`src/rtl/mips_pkg.sv`:
```
// Shared MIPS encoding constants for the jump target unit and its sub-blocks.
// Holds opcode/funct values, the return-address register number, the field
// widths of the instruction word and the J/JAL region-relative target helper.
package mips_pkg;

  localparam int OP_W  = 6;
  localparam int FN_W  = 6;
  localparam int REG_W = 5;
  localparam int IDX_W = 26;

  localparam logic [OP_W-1:0]  OP_RTYPE = 6'h00;
  localparam logic [OP_W-1:0]  OP_J     = 6'h02;
  localparam logic [OP_W-1:0]  OP_JAL   = 6'h03;

  localparam logic [FN_W-1:0]  FN_JR    = 6'h08;
  localparam logic [FN_W-1:0]  FN_JALR  = 6'h09;

  localparam logic [REG_W-1:0] REG_RA   = 5'd31;

  // J/JAL keep the 256 MB region of the delay-slot address and splice in the
  // word-aligned 26-bit index.
  function automatic logic [31:0] region_target(input logic [31:0]      pc_plus_4,
                                                input logic [IDX_W-1:0] index);
    return {pc_plus_4[31:28], index, 2'b00};
  endfunction

endpackage

```
`src/rtl/ras_stack.sv`:
```
// Return-address stack built as a circular buffer.
// Ports:
//   clk, rst      : clock, synchronous active-high reset (pointer/count only)
//   push, pop     : push_data is pushed; both together replace the top entry
//   push_data     : address to store
//   top           : current top entry, 0 when empty
//   count         : number of valid entries, saturates at RAS_DEPTH
module ras_stack #(
  parameter int RAS_DEPTH = 8,
  parameter int PTR_W     = 3
) (
  input  logic             clk,
  input  logic             rst,
  input  logic             push,
  input  logic             pop,
  input  logic [31:0]      push_data,
  output logic [31:0]      top,
  output logic [PTR_W:0]   count
);

  localparam logic [PTR_W:0] FULL = (PTR_W+1)'(RAS_DEPTH);

  logic [31:0]      mem [RAS_DEPTH];
  logic [PTR_W-1:0] ptr;      // next free slot; wraps, so a push when full overwrites the oldest
  logic [PTR_W-1:0] top_idx;
  logic             empty;

  assign empty   = (count == '0);
  assign top_idx = ptr - 1'b1;
  assign top     = empty ? 32'h0 : mem[top_idx];

  // Storage carries no reset; validity is tracked by count alone.
  always_ff @(posedge clk) begin
    if (!rst && push) begin
      if (pop && !empty) mem[top_idx] <= push_data;
      else               mem[ptr]     <= push_data;
    end
  end

  always_ff @(posedge clk) begin
    if (rst) begin
      ptr   <= '0;
      count <= '0;
    end else if (push && pop) begin
      // Replace in place; on an empty stack this degenerates to a plain push.
      if (empty) begin
        ptr   <= ptr + 1'b1;
        count <= (PTR_W+1)'(1);
      end
    end else if (push) begin
      ptr <= ptr + 1'b1;
      if (count != FULL) count <= count + 1'b1;
    end else if (pop && !empty) begin
      ptr   <= ptr - 1'b1;
      count <= count - 1'b1;
    end
  end

endmodule

```
`src/rtl/jump_target_unit.sv`:
```
// Jump decode for the single-cycle datapath: produces the PC-mux jump target
// and select, the JAL/JALR link write, and a return-address stack that checks
// every JR $31 against the register value (checking only, never redirects).
// Ports:
//   Clk, Reset        : clock, synchronous active-high reset
//   Instr_Valid       : Instruction is real (not a bubble)
//   Instruction       : current instruction word
//   PC_Plus_4         : next sequential address, also the link value
//   Reg_Rs_Data       : register-file read of rs
//   Jump_Instruction  : jump target to the PC mux (0 when not jumping)
//   Jump_Control      : PC mux selects Jump_Instruction
//   Link_Write/Reg/Address : register-file link write for JAL/JALR
//   Ras_Top, Ras_Count: RAS top entry (0 when empty) and occupancy
//   Ras_Mismatch      : one-cycle pulse after a JR $31 whose target differed from Ras_Top
//   Ras_Underflow     : one-cycle pulse after a JR $31 on an empty RAS
//   Jump_Count        : taken jumps since reset, wrapping
module jump_target_unit
  import mips_pkg::*;
#(
  parameter int RAS_DEPTH = 8,
  parameter int PTR_W     = 3
) (
  input  logic             Clk,
  input  logic             Reset,
  input  logic             Instr_Valid,
  input  logic [31:0]      Instruction,
  input  logic [31:0]      PC_Plus_4,
  input  logic [31:0]      Reg_Rs_Data,
  output logic [31:0]      Jump_Instruction,
  output logic             Jump_Control,
  output logic             Link_Write,
  output logic [4:0]       Link_Reg,
  output logic [31:0]      Link_Address,
  output logic [31:0]      Ras_Top,
  output logic [PTR_W:0]   Ras_Count,
  output logic             Ras_Mismatch,
  output logic             Ras_Underflow,
  output logic [31:0]      Jump_Count
);

  logic [OP_W-1:0]  op;
  logic [FN_W-1:0]  funct;
  logic [REG_W-1:0] rs;
  logic [REG_W-1:0] rd;
  logic             is_j, is_jal, is_jr, is_jalr, is_jump;
  logic             active;
  logic             ras_push, ras_pop, ras_empty;

  assign op    = Instruction[31:26];
  assign rs    = Instruction[25:21];
  assign rd    = Instruction[15:11];
  assign funct = Instruction[5:0];

  assign is_j    = (op == OP_J);
  assign is_jal  = (op == OP_JAL);
  assign is_jr   = (op == OP_RTYPE) && (funct == FN_JR);
  assign is_jalr = (op == OP_RTYPE) && (funct == FN_JALR);
  assign is_jump = is_j | is_jal | is_jr | is_jalr;

  // Every side effect is qualified by a real instruction outside reset.
  assign active = Instr_Valid & ~Reset;

  always_comb begin
    Jump_Instruction = 32'h0;
    Link_Reg         = 5'd0;
    if (active) begin
      if (is_j || is_jal)        Jump_Instruction = region_target(PC_Plus_4, Instruction[IDX_W-1:0]);
      else if (is_jr || is_jalr) Jump_Instruction = Reg_Rs_Data;
      if (is_jal)       Link_Reg = REG_RA;
      else if (is_jalr) Link_Reg = rd;
    end
  end

  assign Jump_Control = active & is_jump;
  assign Link_Write   = active & (is_jal | is_jalr);
  assign Link_Address = PC_Plus_4;

  assign ras_push  = active & (is_jal | is_jalr);
  assign ras_pop   = active & (is_jr | is_jalr) & (rs == REG_RA);
  assign ras_empty = (Ras_Count == '0);

  ras_stack #(
    .RAS_DEPTH (RAS_DEPTH),
    .PTR_W     (PTR_W)
  ) u_ras (
    .clk       (Clk),
    .rst       (Reset),
    .push      (ras_push),
    .pop       (ras_pop),
    .push_data (PC_Plus_4),
    .top       (Ras_Top),
    .count     (Ras_Count)
  );

  // Check results are registered so they report the previous cycle's JR $31.
  always_ff @(posedge Clk) begin
    if (Reset) begin
      Ras_Mismatch  <= 1'b0;
      Ras_Underflow <= 1'b0;
      Jump_Count    <= 32'h0;
    end else begin
      Ras_Underflow <= ras_pop & ras_empty;
      Ras_Mismatch  <= ras_pop & ~ras_empty & (Ras_Top != Reg_Rs_Data);
      if (Jump_Control) Jump_Count <= Jump_Count + 32'd1;
    end
  end

endmodule

```
`config.mk`:
```
export PLATFORM = sky130hd
export DESIGN_NAME = jump_target_unit
export DESIGN_NICKNAME = d
export VERILOG_FILES = /design/src/rtl/mips_pkg.sv /design/src/rtl/ras_stack.sv /design/src/rtl/jump_target_unit.sv
export SDC_FILE = /design/constraint.sdc
export NUM_CORES = 1
export LEC_CHECK = 0
export ABC_AREA = 1
export CAP_MARGIN = 30
export CELL_PAD_IN_SITES_DETAIL_PLACEMENT = 1
export CELL_PAD_IN_SITES_GLOBAL_PLACEMENT = 1
export CORE_MARGIN = 2
export CORE_UTILIZATION = 41
export CTS_CLUSTER_DIAMETER = 40
export DETAILED_ROUTE_END_ITERATION = 7
export PLACE_DENSITY = 0.81
export SETUP_SLACK_MARGIN = 0.2
export SLEW_MARGIN = 40
export SYNTH_ARGS = -nofsm -noshare
export SYNTH_HDL_FRONTEND = slang
export SYNTH_SLANG_ARGS = --single-unit
```
`constraint.sdc`:
```
create_clock -name Clk -period 5 [get_ports Clk]
set_input_delay 1 -clock Clk [delete_from_list [all_inputs] [get_ports Clk]]
set_output_delay 1 -clock Clk [all_outputs]
set_load 0.005 [all_outputs]
```
==> results.md, run 1 <==
- Arrival time at the worst endpoint: 3.62 ns
- R2R setup slack: between 1.5 and 2 ns
- Via count: between 10000 and 15000
- Main synth FF type: edfxtp_1
- Top cells by area, synth: edfxtp_1 (54%), nand2_1 (11%), dfxtp_1 (5.7%)
- Worst EP required: 4.00 ns
- Via density: 5.47
- Count of different cell masters after synthesis: 39
- Synthesized area: 14300 sq um
- H-tree Lvls: 2
- Global route overflow: 0
- Largest net degree at the start of global routing: around 90
- CTS buffer count: 44
- Crit path time final: 4.62 ns
- Final GP Congestion: 0.837
- Endpoint class of the critical path: primary output
- RSZ-0062 raised after global routing: false
- Post-DRT Antenna Nets: 0
- Clock Sinks: 297
- Total of max-cap violations: 0
- Most common cell in the netlist: nand2_1
- Worst hold stages: 2
- Yosys Warn Count: 0
- Area grow syn2layout: 30.4%
- Final WS setup: 0.378 ns
- Synth Net Count: 1687
- Share of cells above drive strength 1: 7.35%
- Crit Path Max Fanout: 21
- DRC viols: 0
- Synth area leader: edfxtp_1
- Initial Utilization: 41.6%
- Hold Path Class: flip-flop to flip-flop
- Total GRT Usage: between 20 and 30%
- Initial DRC Count: about 960
- LEAKAGE: 7.50 nW
- Hpwl dp: 33600 um
- Buf/Inv on CP: 4
- CP max-delay cell: clkdlybuf4s50_1
- Die Y-Extent: 191 um
- Row cnt: 68
- Slew HR: between 40% and 50%
- Full die area: 36400 sq um
- Initial antenna violation count: 1
- Hold Buf Count CTS: 0
- Gate Count Post-Synth: 1582
- First-pass GRT wire length: approximately 77000 um
- First-pass detailed-route iteration total: 5
- Sequential group share of total power: 41.4%
- Least-Margin Pin Slew: 0.773 ns
- Final worst path period share: between 90% and 100%
- Most Frequent Cell on Critical Path: clkdlybuf4s50_1
- Top Ports: 240
- Root Driver: clkbuf_16
- Critical R2R Launch: u_ras.ptr[1]
- Max incr delay on CP: 0.54 ns
- EDFF count, synth: approximately 260
- Yosys top cell area share: a little over half
- Setup TNS: 0 ns
- Max VDD drop: slightly below 300 uV
- Pins Over Slew Limit: 0
- Final setup vio count: 0
- Status: finished, final reports clean
- Setup Buffers After CTS: 2
- Critical path origin: Reset
- R2r endpoint: Ras_Mismatch
- Comb pwr share: ~7.3%
- Int Pwr: 4.97 mW
- Post-cts resize count: 0
- Seq/Total Area, Yosys: around three fifths
- Critical path, cell by cell: clkdlybuf4s50_1 -> inv_2 -> nand2_1 -> nor2_1 -> nand2_2 -> buf_4 -> o22ai_1 -> clkdlybuf4s50_1
- Clock Power Share: 51.3%
- Worst setup SP type: input port
- IO buf count: 239
- Pwr dens: 348 nW/um^2
- Final number of hold-violating endpoints: 0
- Core area: 34500 sq um
- #FFs+latches synth: 297
- Clk_lat worst skew: approximately 0.57 ns
- Max Clock Freq: 216 MHz
- CTS tree: yes
- Final setup skew: ~0.036 ns
- Psw: between 1.5 and 2 mW
- WHS Endpoint: Jump_Count[16]
- Worst-path clk slew: 0.05 ns
- Crit Path Class: input port to primary output
- Final net count: between 1500 and 2000
- Pre-CTS WS: 0.244 ns
- Post-Syn Area per Cell: a little over 9 sq um
- DR WL/cell: 22.1 um
- Vias in the first global route: around 13000
- Crit-path leading delay family: buffers and inverters
- Final wirelength: 50700 um
- Die X-Extent: 191 um
- Ys async rst share: 0%
- Sw frac: 23.5%
- Synth cell count leaders: nand2_1 (432), edfxtp_1 (256), inv_1 (207), nor2_1 (157), nand3_1 (150)
- Worst R2R Path Depth: 16
- Hold path start: Jump_Count[16]
- Max clock buf depth: 3
## layer usage
metal  vias up  track usage [%]  wire, um
li1       5663                -         -
met1      6266             33.9     20200
met2       504             48.3     25500
met3       107             4.56      3190
met4         0             11.3      1780
met5         -                0         0
## flip-flops by register name, indices dropped and copies added, names as in the netlist
signal,cells
u_ras.mem,256
Jump_Count,32
u_ras.count,4
u_ras.ptr,3
Ras_Mismatch,1
Ras_Underflow,1
## layout make-up
cell class,instances,area [sq um]
clock buffer,50,1150
clock inverter,30,428
sequential,297,8510
antenna,1,2.50
multi-input combinational,974,4530
timing repair buffer,275,2680
fill,3869,15800
inverter,210,790
tap,455,569
## power by group through the flow
stage	registers, mW	logic (mW)	clock network, mW
global route	2.69	0.506	3.45
CTS	2.69	0.472	3.35
detailed placement	2.74	0.464	0
finish	2.69	0.473	3.33
floorplan	2.74	0.209	0
global placement	2.74	0.446	0
## cells in the final DEF, fill, tap and decap left out, drive strengths merged, types with 9 or more instances in the layout
cell type,count
dfxtp,41
clkbuf,50
inv,216
nand4,48
nand3,150
a21oi,34
o22ai,30
clkdlybuf4s50,239
nor2,161
edfxtp,256
clkinv,12
nand2,437
o21ai,59
nor3,12
buf,36
xor2,9
## cell families (layout without fill, tap and decap cells)
logic type / after synthesis / in the layout / synth area share (%)
and+or+nand+nor: 823 / 823 / 24.5
other: 0 / 1 / 0
AOI/OAI and AO/OA: 130 / 130 / 4.92
DFF: 297 / 297 / 59.4
buffers and inverters: 311 / 565 / 9.56
adders and majority gates: 6 / 6 / 0.577
xor gates and xnor gates: 15 / 15 / 1.02
## worst min-delay path, stage by stage (launching register included)
cell and delay (ns):
dfxtp_1 0.34, inv_1 0.06, a21oi_1 0.06
## stage by stage
| stage | total power [mW] | hold slack (ns) | area, sq um | std cells | utilization [%] |
|---|---|---|---|---|---|
| CTS | 6.51 | 0.525 | 18700 | 2291 | 54.2 |
| detailed placement | 3.21 | 0.487 | 17100 | 2209 | 49.5 |
| finish | 6.49 | 0.518 | 18700 | 2292 | 54.2 |
| floorplan | 2.95 | 0.465 | 14300 | 1582 | - |
| global placement | 3.19 | 0.473 | 17100 | 2209 | 49.5 |
| global route | 6.64 | 0.544 | 18700 | 2291 | 54.2 |
## how the worst max path moves through the flow
stage          slack [ns]  cells past startpoint                   end
2_1_floorplan        1.07                     11       u_ras.mem[4][0]
3_3_place_gp         0.30                      7   Jump_Instruction[3]
3_5_place_dp         0.24                      8  Jump_Instruction[23]
4_1_cts              0.46                      8  Jump_Instruction[23]
5_1_grt              0.28                      8  Jump_Instruction[18]
6_report             0.38                      8   Jump_Instruction[4]
Note: power is estimated with default switching activity, not from simulation.
==> run 2, diff against run 1 <==
--- a/config.mk
+++ b/config.mk
@@ -13,7 +13,7 @@
 export CORE_UTILIZATION = 41
 export CTS_CLUSTER_DIAMETER = 40
 export DETAILED_ROUTE_END_ITERATION = 7
-export PLACE_DENSITY = 0.81
+export PLACE_DENSITY_LB_ADDON = 0.1
 export SETUP_SLACK_MARGIN = 0.2
 export SLEW_MARGIN = 40
 export SYNTH_ARGS = -nofsm -noshare
==> run 2 against run 1 <==
Compared with the run above:
- sequential cell count is the same
- via count shrank 4.5%
- clock power shrank 3%
- critical path type unchanged
==> results.md, run 2 (same netlist as run 1, synthesis figures left out) <==
- CTS buffer count: 44 (unchanged)
- Max clock buf depth: 3 (unchanged)
- Biggest regs: u_ras.mem x256, Jump_Count x32, u_ras.count x4
- Largest net degree at the start of global routing: 86 (-3.4%)
- Register with the most flip-flops: u_ras.mem
- Share of cells above drive strength 1: 7.19% (-0.16 points)
- Vias in the first global route: 12600 (-6.0%)
- First-pass detailed-route iteration total: 4 (-1)
- Pins Over Slew Limit: 0 (unchanged)
- Most frequent cells in the layout: nand2_1 (431), edfxtp_1 (256), clkdlybuf4s50_1 (239)
- Die X-Extent: 191 um (unchanged)
- Worst hold stages: 2 (unchanged)
- LEAKAGE: 7.50 nW (about the same)
- Post-DRT Antenna Nets: 0 (unchanged)
- Global route overflow: 0 (unchanged)
- Clk_lat worst skew: 0.54 ns (-0.03 ns)
- Core area: 34500 sq um (unchanged)
- Hpwl dp: 31600 um (-6.1%)
- Hold Buf Count CTS: 0 (unchanged)
- Post-cts resize count: 0 (unchanged)
- DRC viols: 0 (unchanged)
- DR WL/cell: 20.4 um (-7.9%)
- IO buf count: 239 (unchanged)
- Worst-path clk slew: 0.04 ns (about the same)
- Setup Buffers After CTS: 0 (-2)
- Status: finished, final reports clean
- Final GP Congestion: 0.832 (-0.50%)
- Initial Utilization: 41.6% (unchanged)
- Via count: 12000 (-4.5%)
- Worst R2R Path Depth: 9 (-7)
- Util after Layout: 54.1% (-0.11 points)
- Area grow syn2layout: 30.1%
- Initial antenna violation count: 1 (unchanged)
- Least-Margin Pin Slew: 0.754 ns (-0.0190 ns)
- Via density: 5.22 (-4.5%)
- Crit Path Class: input port to primary output
- H-tree Lvls: 2 (unchanged)
- Crit Path Max Fanout: 9 (-57%)
- Max reg flops: 256 (unchanged)
- Worst setup SP type: input port
- Top Ports: 240 (unchanged)
- Most common cell after layout, fill and taps aside: nand2_1
- Total GRT Usage: 25.7% (-1.9 points)
- Full die area: 36400 sq um (unchanged)
- Clock Sinks: 297 (unchanged)
- Max VDD drop: 188 uV (-36%)
- Setup TNS: 0 ns (unchanged)
- Slew HR: 49.5% (+1.1 points)
- Row cnt: 68 (unchanged)
- Final setup vio count: 0 (unchanged)
- Final number of hold-violating endpoints: 0 (unchanged)
- Die Y-Extent: 191 um (unchanged)
- Root Driver: clkbuf_16
- Hold Path Class: flip-flop to flip-flop
- Worst EP required: 4.00 ns (about the same)
- Initial DRC Count: 681 (-29%)
- First-pass GRT wire length: 71200 um (-6.9%)
- Total of max-cap violations: 0 (unchanged)
- Crit path time final: 4.55 ns (-0.0749 ns)
- Endpoint class of the critical path: primary output
- Arrival time at the worst endpoint: 3.55 ns (-0.07 ns)
- Final net count: 1906 (-0.052%)
- Final setup skew: 0.0231 ns (-0.0127 ns)
- Pwr dens: 342 nW/um^2 (-1.8%)
- Ant. Diodes: 0 (-1)
- RSZ-0062 raised after global routing: false
- Final wirelength: 46700 um (-8.0%)
- Max Clock Freq: 220 MHz (+1.6%)
- Final worst path period share: 90.9% (-1.5 points)
- CTS tree: yes
[run 2: cell count changes in the layout (fill, tap and decap cells not counted), moves of 2 or more]
cell	change
clkinvlp_4	-2
clkinv_4	-3
clkbuf_1	+3
inv_8	-2
buf_12	+2
clkinv_2	+5
buf_4	-3
[run 2: worst paths after layout]
| check | slack [ns] | startpoint | to |
|---|---|---|---|
| worst max-delay path | 0.45 | Instruction[31] | Link_Reg[2] |
| worst max register to register | 1.57 | u_ras.count[0] | u_ras.mem[5][23] |
| worst min-delay path | 0.50 | Jump_Count[16] | Jump_Count[16] |
| worst min register to register | 0.50 | Jump_Count[16] | Jump_Count[16] |
[run 2: metrics by stage]
stage / worst slack (ns) / hold slack [ns] / area (sq um) / std cells / power, mW
after floorplan: 1.07 / 0.465 / 14300 / 1582 / 2.95
after global placement: 0.501 / 0.480 / 17100 / 2210 / 3.19
after detailed placement: 0.503 / 0.489 / 17100 / 2210 / 3.20
after CTS: 0.487 / 0.499 / 18600 / 2291 / 6.42
after global routing: 0.387 / 0.522 / 18600 / 2291 / 6.55
final: 0.453 / 0.497 / 18600 / 2291 / 6.36
[run 2: metal layers]
| metal | GRT usage (%) | vias up | share of wire, % |
|---|---|---|---|
| li1 | - | 5654 | - |
| met1 | 32.9 | 5865 | 42 |
| met2 | 42.9 | 363 | 48 |
| met3 | 5.15 | 86 | 6.4 |
| met4 | 10.1 | 2 | 3.7 |
| met5 | 0 | - | 0.028 |
[run 2: worst max-delay path: stages]
cell and delay (ns):
clkdlybuf4s50_1 0.41, nor2_2 0.15, nand2_1 0.23, nor4_4 0.36, nand3_1 0.23, nand2_4 0.17, inv_2 0.12, a21oi_1 0.30
clkdlybuf4s50_1 0.57
[run 2: area by class of cell]
class | instances | area, sq um
Clock buffer | 53 | 1170
Clock inverter | 28 | 368
Fill cell | 3904 | 15800
Inverter | 210 | 790
Multi-Input combinational cell | 974 | 4530
Sequential cell | 297 | 8510
Tap cell | 455 | 569
Timing Repair Buffer | 274 | 2700
[run 2: where the power goes]
group	switching, mW	internal [mW]
clock	1.13	2.08
combinational	0.285	0.171
sequential	0.00192	2.69
==> run 3, diff against run 2 <==
--- a/config.mk
+++ b/config.mk
@@ -7,14 +7,12 @@
 export LEC_CHECK = 0
 export ABC_AREA = 1
 export CAP_MARGIN = 30
-export CELL_PAD_IN_SITES_DETAIL_PLACEMENT = 1
-export CELL_PAD_IN_SITES_GLOBAL_PLACEMENT = 1
 export CORE_MARGIN = 2
-export CORE_UTILIZATION = 41
+export CORE_UTILIZATION = 54
 export CTS_CLUSTER_DIAMETER = 40
 export DETAILED_ROUTE_END_ITERATION = 7
-export PLACE_DENSITY_LB_ADDON = 0.1
-export SETUP_SLACK_MARGIN = 0.2
+export GPL_TIMING_DRIVEN = 0
+export PLACE_DENSITY = 0.81
 export SLEW_MARGIN = 40
 export SYNTH_ARGS = -nofsm -noshare
 export SYNTH_HDL_FRONTEND = slang
==> run 3 against run 2 <==
Compared with the run above:
- register-to-register slack worse by 0.23 ns
- combinational power grew 5.7%
- sequential share of layout area shrank 0.33 points
- first-iteration DRC count increased to 2.5 times the previous value
- routed wire length is 0.11% higher
- clock skew grew 0.0020 ns
- die area shrank 24%
- via count up 7.2%
- count of clock-buffer cells in the layout decreased by 8
- cell count fell by 2.3%
- critical endpoint is now Jump_Instruction[27]
==> results.md, run 3 (same netlist as run 1, synthesis figures left out) <==
- Most Frequent Cell on Critical Path: clkdlybuf4s50_1
- Worst EP required: 4.00 ns (about the same)
- Initial Utilization: 54.9% (+13 points)
- Final setup skew: 0.0251 ns (+0.00204 ns)
- Initial DRC Count: 1726 (+150%)
- Initial antenna violation count: 1 (unchanged)
- Via count: 12800 (+7.2%)
- Filler instances: 1814 (-54%)
- Final GP Congestion: 0.945 (+14%)
- Critical path, cell by cell: clkdlybuf4s50_1 -> nor2_2 -> nand2_1 -> nor4_4 -> nand2_2 -> clkbuf_1 -> o22ai_1 -> clkdlybuf4s50_1
- Pins Over Slew Limit: 0 (unchanged)
- Max VDD drop: 300 uV (+60%)
- Final number of hold-violating endpoints: 0 (unchanged)
- Setup TNS: 0 ns (unchanged)
- Largest net degree at the start of global routing: 18 (-79%)
- First-pass GRT wire length: 69600 um (-2.2%)
- Hold Buf Count CTS: 0 (unchanged)
- DR WL/cell: 20.9 um (+2.5%)
- Global route overflow: 0 (unchanged)
- Total of max-cap violations: 0 (unchanged)
- Row cnt: 59 (-13%)
- Root Driver: clkbuf_16
- Core area: 26100 sq um (-24%)
- Clock Sinks: 297 (unchanged)
- Final net count: 1982 (+4.0%)
- Fin area: 18800 sq um (+0.68%)
- Max reg flops: 256 (unchanged)
- CP max-delay cell: clkdlybuf4s50_1
- Vias in the first global route: 12400 (-1.6%)
- Pwr dens: 311 nW/um^2 (-9.0%)
- Clk_lat worst skew: 0.55 ns (about the same)
- Placed Instance Area: 17500 sq um (+2.5%)
- R2R setup slack: 1.34 ns (-0.23 ns)
- Util after Layout: 72.0% (+18 points)
- Slew HR: 39.0% (-11 points)
- H-tree Lvls: 2 (unchanged)
- Area grow syn2layout: 31.0%
- CTS buffer count: 38 (-14%)
- Final setup vio count: 0 (unchanged)
- Die Y-Extent: 167 um (-13%)
- Ant. Diodes: 0 (unchanged)
- Most frequent cells in the layout: nand2_1 (432), edfxtp_1 (256), clkdlybuf4s50_1 (239)
- Hpwl dp: 32900 um (+4.2%)
- Arrival time at the worst endpoint: 3.91 ns (+0.36 ns)
- Post-DRT Antenna Nets: 0 (unchanged)
- Total GRT Usage: 32.8% (+7.1 points)
- Power, Total: 5.83 mW (-8.3%)
- Crit path time final: 4.91 ns (+0.360 ns)
- Crit Path Max Fanout: 10 (+1)
- Via density: 5.73 (+9.7%)
- Most common cell after layout, fill and taps aside: nand2_1
- DRC viols: 0 (unchanged)
- Worst-path clk slew: 0.05 ns (about the same)
- Top Ports: 240 (unchanged)
- Die X-Extent: 167 um (-13%)
- Biggest regs: u_ras.mem x256, Jump_Count x32, u_ras.count x4
- LEAKAGE: 7.67 nW (+2.3%)
- Least-Margin Pin Slew: 0.915 ns (+0.161 ns)
- Share of cells above drive strength 1: 8.78% (+1.6 points)
- Final wirelength: 46700 um (+0.11%)
- CTS tree: yes
- Max incr delay on CP: 0.58 ns (about the same)
- Crit Path Class: input port to primary output
- IO buf count: 239 (unchanged)
- Full die area: 27800 sq um (-24%)
- Worst setup SP type: input port
- First-pass detailed-route iteration total: 6 (+2)
- Final worst path period share: 98.1% (+7.2 points)
- Max Clock Freq: 204 MHz (-7.3%)
- Register with the most flip-flops: u_ras.mem
- Hold Path Class: flip-flop to flip-flop
- Status: finished, final reports clean
- Max clock buf depth: 3 (unchanged)
- Endpoint class of the critical path: primary output
- RSZ-0062 raised after global routing: false
-- run 3: changes by cell type in the layout (fill, tap and decap cells not counted), sizes merged --
cell      delta
buf         +60
clkbuf      +14
bufinv       -5
clkinv       -1
clkinvlp     -1
-- run 3: critical path, delay by kind of cell --
family                 cells  cell delay, ns
buffers and inverters      3            1.46
and+or+nand+nor            4            1.00
AOI/OAI and AO/OA          1            0.43
-- run 3: metrics by stage --
stage	instances	worst slack [ns]	hold WS, ns
2_1_floorplan	1582	1.07	0.465
3_3_place_gp	2156	-1.20	0.477
3_5_place_dp	2172	0.241	0.491
4_1_cts	2238	0.240	0.503
5_1_grt	2238	0.0514	0.520
6_report	2238	0.0930	0.497
-- run 3: layer usage --
| layer | up-vias | GRT usage (%) | wire, um |
|---|---|---|---|
| li1 | 5812 | - | - |
| met5 | - | 0 | 0 |
| met3 | 174 | 7.79 | 5970 |
| met4 | 0 | 17.5 | 2520 |
| met1 | 5876 | 42.4 | 17000 |
| met2 | 964 | 51.5 | 21200 |
-- run 3: final timing paths --
check | startpoint | depth (start not counted) | endpoint
max | Instruction[29] | 8 | Jump_Instruction[27]
min | Jump_Count[11] | 1 | Jump_Count[11]
max reg2reg | u_ras.ptr[0] | 20 | Ras_Mismatch
min reg2reg | Jump_Count[11] | 1 | Jump_Count[11]
-- run 3: layout make-up --
cell class	instances	area [sq um]	area share, %
Clock inverter	21	244	1.30
Timing Repair Buffer	255	2730	14.6
Multi-Input combinational cell	974	4510	24.0
Buffer	101	583	3.11
Sequential cell	297	8510	45.4
Inverter	210	788	4.20
Tap cell	335	419	2.23
Clock buffer	45	977	5.21
-- run 3: where the power goes --
group / switching (mW) / leakage, nW / internal (mW)
Combinational: 0.295 / 4.45 / 0.186
Clock: 1.08 / 0.590 / 1.58
Sequential: 0.00180 / 2.63 / 2.69
-- run 3: what timing repair did --
item,in CTS,in global routing
endpoints found under the hold margin,0,0
gates resized for setup,0,1
setup buffers,0,0
setup endpoints to repair,0,1
